**config.mk**
```make
export PLATFORM = sky130hd
export DESIGN_NAME = dm_block_mover
export DESIGN_NICKNAME = d
export VERILOG_FILES = /design/src/rtl/dm_block_mover_pkg.sv /design/src/rtl/dm_block_mover.sv
export SDC_FILE = /design/constraint.sdc
export NUM_CORES = 1
export LEC_CHECK = 0
export CORE_MARGIN = 5
export CORE_UTILIZATION = 55
export CTS_BUF_LIST = sky130_fd_sc_hd__clkbuf_2
export DETAILED_ROUTE_END_ITERATION = 7
export MAX_ROUTING_LAYER = met4
export PLACE_DENSITY_LB_ADDON = 0.15
export SKIP_LAST_GASP = 1
export SLEW_MARGIN = 5
export SYNTH_ARGS = -nofsm -noshare
export SYNTH_HDL_FRONTEND = slang
export SYNTH_SLANG_ARGS = --single-unit
```
**constraint.sdc**
```tcl
create_clock -name clk_i -period 5.05 [get_ports clk_i]
set_input_delay 1.01 -clock clk_i [delete_from_list [all_inputs] [get_ports clk_i]]
set_output_delay 1.01 -clock clk_i [all_outputs]
set_load 0.02 [all_outputs]
```
**src/rtl/dm_block_mover_pkg.sv**
```systemverilog
// Shared definitions for the data-memory block mover: FSM state encoding and mode codes.
package dm_block_mover_pkg;

    typedef enum logic [1:0] {
        S_IDLE = 2'd0,
        S_RD   = 2'd1,
        S_WR   = 2'd2,
        S_FILL = 2'd3
    } state_t;

    localparam logic COPY = 1'b0;
    localparam logic FILL = 1'b1;

endpackage

```
**src/rtl/dm_block_mover.sv**
```systemverilog
// Block-transfer initiator for the AVR data memory: forward word-by-word copy or constant fill
// through the single-port RAM while the CPU is stalled.
module dm_block_mover
    import dm_block_mover_pkg::*;
#(
    parameter int unsigned WORD_SIZE = 8,
    parameter int unsigned ADDR_W    = 12
) (
    input  logic                 clk_i,
    input  logic                 rst_ni,
    input  logic                 start_i,
    input  logic                 mode_i,
    input  logic [ADDR_W-1:0]    src_i,
    input  logic [ADDR_W-1:0]    dst_i,
    input  logic [ADDR_W-1:0]    len_i,
    input  logic [WORD_SIZE-1:0] fill_i,
    input  logic                 abort_i,
    output logic                 busy_o,
    output logic                 done_o,
    output logic                 ram_we_o,
    output logic [ADDR_W-1:0]    ram_addr_o,
    output logic [WORD_SIZE-1:0] ram_d_o,
    input  logic [WORD_SIZE-1:0] ram_d_i
);

    state_t               state;
    logic [ADDR_W-1:0]    src_r;
    logic [ADDR_W-1:0]    dst_r;
    logic [ADDR_W-1:0]    cnt_r;
    logic [WORD_SIZE-1:0] fill_r;
    logic                 done_r;

    always_ff @(posedge clk_i or negedge rst_ni) begin
        if (!rst_ni) begin
            state  <= S_IDLE;
            src_r  <= '0;
            dst_r  <= '0;
            cnt_r  <= '0;
            fill_r <= '0;
            done_r <= 1'b0;
        end else begin
            done_r <= 1'b0;
            case (state)
                S_IDLE: begin
                    if (start_i) begin
                        if (len_i != '0) begin
                            src_r  <= src_i;
                            dst_r  <= dst_i;
                            cnt_r  <= len_i;
                            fill_r <= fill_i;
                            state  <= (mode_i == FILL) ? S_FILL : S_RD;
                        end else begin
                            done_r <= 1'b1;
                        end
                    end
                end
                S_RD: begin
                    state <= abort_i ? S_IDLE : S_WR;
                end
                S_WR, S_FILL: begin
                    // The write decoded this cycle commits at this edge even when aborting.
                    dst_r <= dst_r + ADDR_W'(1);
                    if (state == S_WR) src_r <= src_r + ADDR_W'(1);
                    cnt_r <= cnt_r - ADDR_W'(1);
                    if (abort_i) begin
                        state <= S_IDLE;
                    end else if (cnt_r == ADDR_W'(1)) begin
                        state  <= S_IDLE;
                        done_r <= 1'b1;
                    end else if (state == S_WR) begin
                        state <= S_RD;
                    end
                end
                default: state <= S_IDLE;
            endcase
        end
    end

    assign busy_o = (state != S_IDLE);
    assign done_o = done_r;

    // RAM port decoded from state only; WR forwards the word read in the preceding RD.
    always_comb begin
        ram_we_o   = 1'b0;
        ram_addr_o = '0;
        ram_d_o    = '0;
        case (state)
            S_RD: begin
                ram_addr_o = src_r;
            end
            S_WR: begin
                ram_we_o   = 1'b1;
                ram_addr_o = dst_r;
                ram_d_o    = ram_d_i;
            end
            S_FILL: begin
                ram_we_o   = 1'b1;
                ram_addr_o = dst_r;
                ram_d_o    = fill_r;
            end
            default: ;
        endcase
    end

endmodule

```
==> results of run 1 <==
[synth_stat cells (4+ instances only)]
library cell / n
a22o_1: 10
nand4_1: 7
a221oi_1: 5
a211oi_1: 5
or3_1: 8
inv_1: 6
o21ai_0: 13
clkbuf_1: 20
nand2_1: 22
and2_1: 4
a31oi_1: 7
mux2i_1: 24
a21oi_1: 19
dfrtp_1: 47
mux2_2: 8
nor4_1: 8
and4_1: 4
nand2b_1: 4
nor2_1: 19
nor3_1: 14
ha_1: 4
nand3_1: 12
xnor2_1: 13
nor2b_1: 4
[routing by layer]
layer | up-vias | GRT usage
met1 | 1370 | 0.301
met2 | 104 | 0.400
met3 | 22 | 0.0442
met5 | - | -
met4 | 0 | 0.0806
li1 | 1439 | -
[flip-flops by register name, indices dropped and copies added (netlist names)]
signal and count:
src_r 12, fill_r 8, state 2, cnt_r 12, dst_r 12, done_o 1
[cell usage in the layout, fill, tap and decap left out, drive strengths merged, types with 9 or more instances in the layout]
master,netlist,final
nand2,22,22
o21ai,13,13
mux2i,24,24
xnor2,13,13
a22o,10,10
nand3,12,12
clkdlybuf4s50,0,78
mux2,9,9
a21oi,19,19
dfrtp,47,47
nor2,20,20
nor3,14,14
[through the flow]
step,hold slack [ns],power [uW],instances
floorplan,0.480,1500,345
global placement,0.494,1820,474
detailed placement,0.497,1860,474
CTS,0.551,2030,482
global route,0.570,2190,482
finish,0.544,2030,482
[area by class of cell]
type	count	area, um^2	area share
flip-flops and latches	47	1180	0.294
repair buffers	84	823	0.205
well taps	72	90.1	0.0225
clock buffers	7	35.0	0.00874
multi-input cells	265	1850	0.463
clock inverters	1	5.00	0.00125
inverters	6	22.5	0.00562
[power breakdown]
group	internal, uW	leakage [uW]	switching [uW]
Sequential	553	0.000547	295
Clock	37.7	0.0000330	129
Combinational	516	0.000974	495
Total	1110	0.00155	919
[worst paths after layout]
path                                        to  slack, ns  depth (start not counted)
worst max register to register        dst_r[5]       2.04                          4
worst min-delay path                 fill_r[1]       0.54                          1
max in group asynchronous             state[1]       4.00                          2
min in group asynchronous             dst_r[4]       0.61                          2
worst max-delay path            ram_addr_o[10]       1.20                          3
worst min register to register       fill_r[1]       0.54                          1
[worst max-delay path: cells and delay by family, from the launching register on]
kind | cells | cell delay, ns
AND/OR/NAND/NOR | 1 | 0.61
buffers and inverters | 1 | 0.61
flip-flops | 1 | 0.95
AO/OA/AOI/OAI | 1 | 0.24
[logic make-up (layout without fill, tap and decap cells)]
kind of cell,count (synthesis),count (layout)
AOI/OAI and AO/OA,90,90
xor gates and xnor gates,16,16
adders and majority gates,4,4
buffers and inverters,33,98
DFF,47,47
muxes,33,33
and+or+nand+nor,122,122
==> results summary, run 1 <==
The flow ran to the end, and the final reports show no timing, DRC or antenna violations. STA classifies the critical path endpoint as an output port. The number of DRC markers after the initial detailed-route iteration came out at 231. The leakage power total came out at 0.00155 uW. The highest metal layer used by the detailed router is met4. The worst-margin pin slew is 1.06 ns.

Once detail routing completed, the nets flagged for antenna violations numbered 0. No sink is reached through more buffers than the 2 on the longest clock path. TritonCTS built the clock tree. The biggest area contributor in the post-synthesis netlist is dfrtp_1. The post-synthesis async set-or-reset flop share came out at 1.00. The number of iterations in the first detailed-routing pass came out at 5. The final period utilization came out at 0.763.

The maximum clock frequency came out at 260 MHz. Summing all placed instances gives a cell area of 3970 um^2. The wire length of the first global-routing pass came out at 14000 um.

Walking the worst path, the cells encountered are nor2b_1, a22o_1, clkdlybuf4s50_1. Clock-pin slew was measured on the worst setup and hold paths at 0.22 ns. The worst setup path is launched from a flop.

The max-slew headroom at the worst pin came out at 0.281. The startpoint identified for the worst hold timing path is fill_r[1]. For the worst-skew pair, the clock arrives at the later sink with an insertion delay of 0.44 ns. The total of cells resized after clock tree synthesis came out at 0. The mux contribution to synthesized area is 0.108. The number of distinct library cell variants in the gate-level netlist after synthesis came out at 55. The area growth from synthesis to layout is 26.8%. The number of endpoints failing setup at the final stage came out at 0. Subtracting the final worst setup slack from the clock period gives 3.85 ns. After clock tree synthesis, the flow added hold-fix buffers numbering 0.

The longest individual stage delay on the worst path came out at 0.95 ns. The number of vias in the routed layout is 2935. The synthesized-area fraction occupied by adder cells came out at 0.0158. The post-synthesis share of cell area spent on and, or, nand and nor gates came out at 0.209.

For this run, the post-layout net count is 470. The number of synthesis warnings came out at 0. The total count of hold-check failures in the final report was 0. The dominant synthesized flop cell is dfrtp_1. In this run the worst path has a maximum fanout of 23. The max-slew violation count came to 0. The filler cell count in the final layout is 443. Synthesis inferred 47 register bits. Summed over all nets, the half-perimeter wirelength after detailed placement is 6100 um. From bottom edge to top edge, the die measures 85.8 um.

For the final routed database, the setup TNS stands at 0 ns. The area of the die is 7360 um^2. The share of post-route cells with drive strength above 1 is 0.0829. Yosys attributes the largest share of cell area to dfrtp_1 37%, mux2i_1 7.6%, xnor2_1 3.6%. 0 antenna diodes ended up in the layout. The complex-gate fraction of the synthesized area came out at 0.209. The cell area that synthesis handed to floorplanning was 3160 um^2. The floorplan core area is 5540 um^2. The number of enable-type register cells in the synthesized netlist is 0. The cell sitting at the root of the clock tree is a clkbuf_2.

Dividing the synthesized area by the synthesized cell count gives 9.16 um^2. At the worst endpoint, the arrival time is 2.84 ns. At the end of the flow the core is filled with cells to 0.723.

The minimum setup slack after placement is 1.39 ns. The critical path is of the reg2out type. The first element of the critical path is state[0]. The initial antenna violation count came to 0. Counting every instance in the synthesized netlist gives 345. Setup repair after global routing left no endpoint under its margin. The maximum number of pins on one net before global-route repair came out at 50. For this block, wires on met1 add up to 3610 um. At the end of routability-driven placement, the weighted congestion stood at 0.846. 80 I/O pins were placed. In this run the power density over the cells is 506 nW/um^2. In this run the horizontal extent of the chip is 85.8 um. The routed design has 8380 um of wire. The worst hold path class is reg2reg. The number of vias per cell is 6.09. The total global routing overflow came out at 0.

By area, the combinational part of the netlist is dominated by simple AND/OR/NAND/NOR gates. The maximum ir drop on the vdd rail came out at 258 uV. The share of synthesized area in the top cell type comes to 0.372. The total of buffers placed on input and output ports came out at 79. The count of max-cap constraint violations is 0. The worst register-to-register path begins at state[0]. The required time at the endpoint of the critical path is 4.04 ns. The global-route usage over all layers came out at 0.243. The total clock buffers created by CTS came out at 5. The mean routed wirelength per cell is 17.4 um.

Among all stages on the critical path, the largest delay is contributed by dfrtp_1. The detailed route wirelength on metal2 is 4120 um. The post-CTS setup buffer count came out at 0. When the netlist entered floorplanning its net count stood at 406. The area of all placed cells without fillers is 4010 um^2.

The sequential fraction of the synthesis area came out at 0.372. The site row count came out at 27. The starting density of the core is 0.570. The xor and xnor area share after synthesis came out at 0.0443. The H-tree was split into 2 levels.

The worst clock skew came out at 0.0197 ns. After layout, the worst setup slack is 1.20 ns. The via count of the first global-routing pass is 2892.

The number of sinks on the clock net is 47. The total met3 wirelength after detailed routing is 463 um. The detailed-route DRC error count is 0.
Note: power is estimated with default switching activity, not from simulation.
==> inputs of run 2 (changes only) <==
- CORE_UTILIZATION: 55 -> 46
- clock period: 5.05 -> 3.4 ns (I/O delays scaled with it)
==> results summary, run 2 (synthesis gave the netlist of run 1 again) <==
The number of endpoints failing setup at the final stage came out at 0 (unchanged). Leading cell types in the layout, fill and taps excluded: 78 x clkdlybuf4s50_1, 46 x dfrtp_1, 24 x mux2i_1 (unchanged). The number of antenna-violating nets in the routed design is 0 (unchanged). The total of cells resized after clock tree synthesis came out at 0 (unchanged).

The maximum clock frequency is 336 MHz. The clock root buffer is clkbuf_2 (unchanged). The worst-skew pair later-pin latency is 0.43 ns (was 0.44 ns). The leakage power total came to 0.00159 uW (was 0.00155 uW). The count of inserted antenna diode cells was 0 (unchanged). The area of the die is 8630 um^2 (was 7360 um^2). The starting density of the core came out at 0.468 (was 0.570). The total power draw came out at 3100 uW (was 2030 uW). The number of sinks on the clock net was 47 (unchanged). The count of max-cap constraint violations came out at 0 (unchanged). The max-slew violation count was 0 (unchanged). The layout-stage area growth over the synthesis result is 29.1% (was 26.8%). The met2 layer usage reported by global route came out at 0.337 (was 0.400).

Result of the run: complete, no violations (unchanged). The mean routed wirelength per cell came to 17.4 um (about the same). The total routed wirelength came to 8610 um (was 8380 um). The clock edge transition at the registers on the reported setup and hold paths is 0.24 ns (was 0.22 ns). Setup repair after global routing missed its margin: false (unchanged).

The site row count is 30 (was 27). The filler cell count in the final layout is 606 (was 443). The number of DRC markers after the initial detailed-route iteration is 142 (was 231). The total count of hold-check failures in the final report is 0 (unchanged). The post-CTS setup buffer count is 0 (unchanged). The total of buffers placed on input and output ports came to 79 (unchanged). The met1 layer usage reported by global route is 0.275 (was 0.301). The final net count came to 475 (was 470). The H-tree depth came out at 2 (unchanged). The share of the core filled with cells is 0.604 (was 0.723). The power per standard cell area is 761 nW/um^2 (was 506 nW/um^2). The via count of the first global-routing pass came out at 2926 (was 2892). The minimum setup slack after placement came out at 0.555 ns (was 1.39 ns). The number of vias in the routed layout came out at 2975 (was 2935). The share of post-route cells with drive strength above 1 came out at 0.0940 (was 0.0829). The I/O pin count came to 80 (unchanged).

The required time at the endpoint of the critical path is 2.72 ns (was 4.04 ns). The maximum number of pins on one net before global-route repair is 42 (was 50). The critical-path maximum fanout is 10 (was 23). The most frequent standard cell in the layout excluding fill and tap cells is clkdlybuf4s50_1 (unchanged). The buffer depth of the longest clock path is 2 (unchanged). The max-slew headroom at the worst pin was 0.372 (was 0.281). The wire length of the first global-routing pass is 14300 um (was 14000 um). The time the worst path needs with I/O delays and setup is 2.98 ns. The startpoint type of the worst setup path was a flop (unchanged). The hold-fix buffer count after cts came out at 0 (unchanged). The worst clock skew came out at 0.0193 ns (was 0.0197 ns). The total global routing overflow is 0 (unchanged). The type of destination of the critical path was an output port (unchanged). The number of vias per cell came to 6.01 (was 6.09).

The met3 track utilization from global routing is 0.0382 (was 0.0442). The kind of critical path was reg2out (unchanged). The initial antenna violation count came out at 0 (unchanged).

The most crowded layer after global routing is met2 (unchanged). The vertical extent of the die came out at 92.9 um (was 85.8 um). The final hold slack came out at 0.190 ns (was 0.544 ns). The maximum ir drop on the vdd rail came out at 364 uV (was 258 uV). The CTS tree was yes (unchanged). The final estimated routing congestion in global placement is 0.863 (was 0.846). The number of iterations in the first detailed-routing pass is 4 (was 5). The floorplan core area came out at 6760 um^2 (was 5540 um^2). Dividing the final minimum period by the clock period gives 0.875.

The worst path arrival time was 2.30 ns (was 2.84 ns). The worst hold path class is in2async (was reg2reg). The total clock buffers created by CTS is 5 (unchanged). The detailed-route DRC error count was 0 (unchanged). The worst path setup slack after routing is 0.425 ns (was 1.20 ns). The setup total negative slack is 0 ns (unchanged). The horizontal extent of the die is 92.9 um (was 85.8 um). The global-route usage over all layers came out at 0.211 (was 0.243).

The worst-margin pin slew is 0.930 ns (was 1.06 ns). Registers with the highest flip-flop counts: cnt_r: 12 flops, dst_r: 12 flops, src_r: 12 flops (unchanged). The detailed-placement wirelength estimate came out at 6430 um (was 6100 um).
[run 2: final cells by class]
type                       instances  area, um^2  area share
sequential                        47        1180       0.289
tap                               80         100      0.0245
clock inverter                     1        30.0     0.00736
timing repair buffer              89         861       0.211
inverter                           6        22.5     0.00552
multi-input combinational        265        1850       0.454
clock buffer                       7        35.0     0.00859
[run 2: report_power, final]
group          total, uW  leakage [uW]  internal, uW  switching (uW)
Sequential          1220      0.000547           823             395
Clock                310     0.0000432           131             179
Combinational       1580      0.000998           781             795
Total               3100       0.00159          1730            1370
[run 2: final timing paths]
kind                            cells after the start  slack, ns             to      start
worst max-delay path                                3       0.42  ram_addr_o[2]   state[1]
worst min-delay path                                1       0.19       state[1]     rst_ni
worst max register to register                      5       1.20       src_r[6]   state[1]
worst min register to register                      1       0.54      fill_r[4]  fill_r[4]
max in group asynchronous                           2       2.47      fill_r[1]     rst_ni
min in group clk_i                                  1       0.54      fill_r[4]  fill_r[4]
[run 2: worst max-delay path, cell delays in order, from the launching register on]
cell             delay [ns]
dfrtp_2                0.49
nor2b_1                0.52
a22o_1                 0.24
clkdlybuf4s50_1        0.62
[run 2: stage by stage]
step / instances / area, um^2
after floorplan: 345 / 3160
after global placement: 487 / 4010
after detailed placement: 487 / 4010
after CTS: 495 / 4080
after global routing: 495 / 4080
final: 495 / 4080
[run 2: layer usage]
| layer | part of all wire | up-vias | wire [um] |
|---|---|---|---|
| li1 | - | 1451 | - |
| met1 | 0.45 | 1401 | 3900 |
| met3 | 0.054 | 16 | 465 |
| met2 | 0.47 | 107 | 4080 |
| met4 | 0.019 | 0 | 161 |
| met5 | 0 | - | 0 |
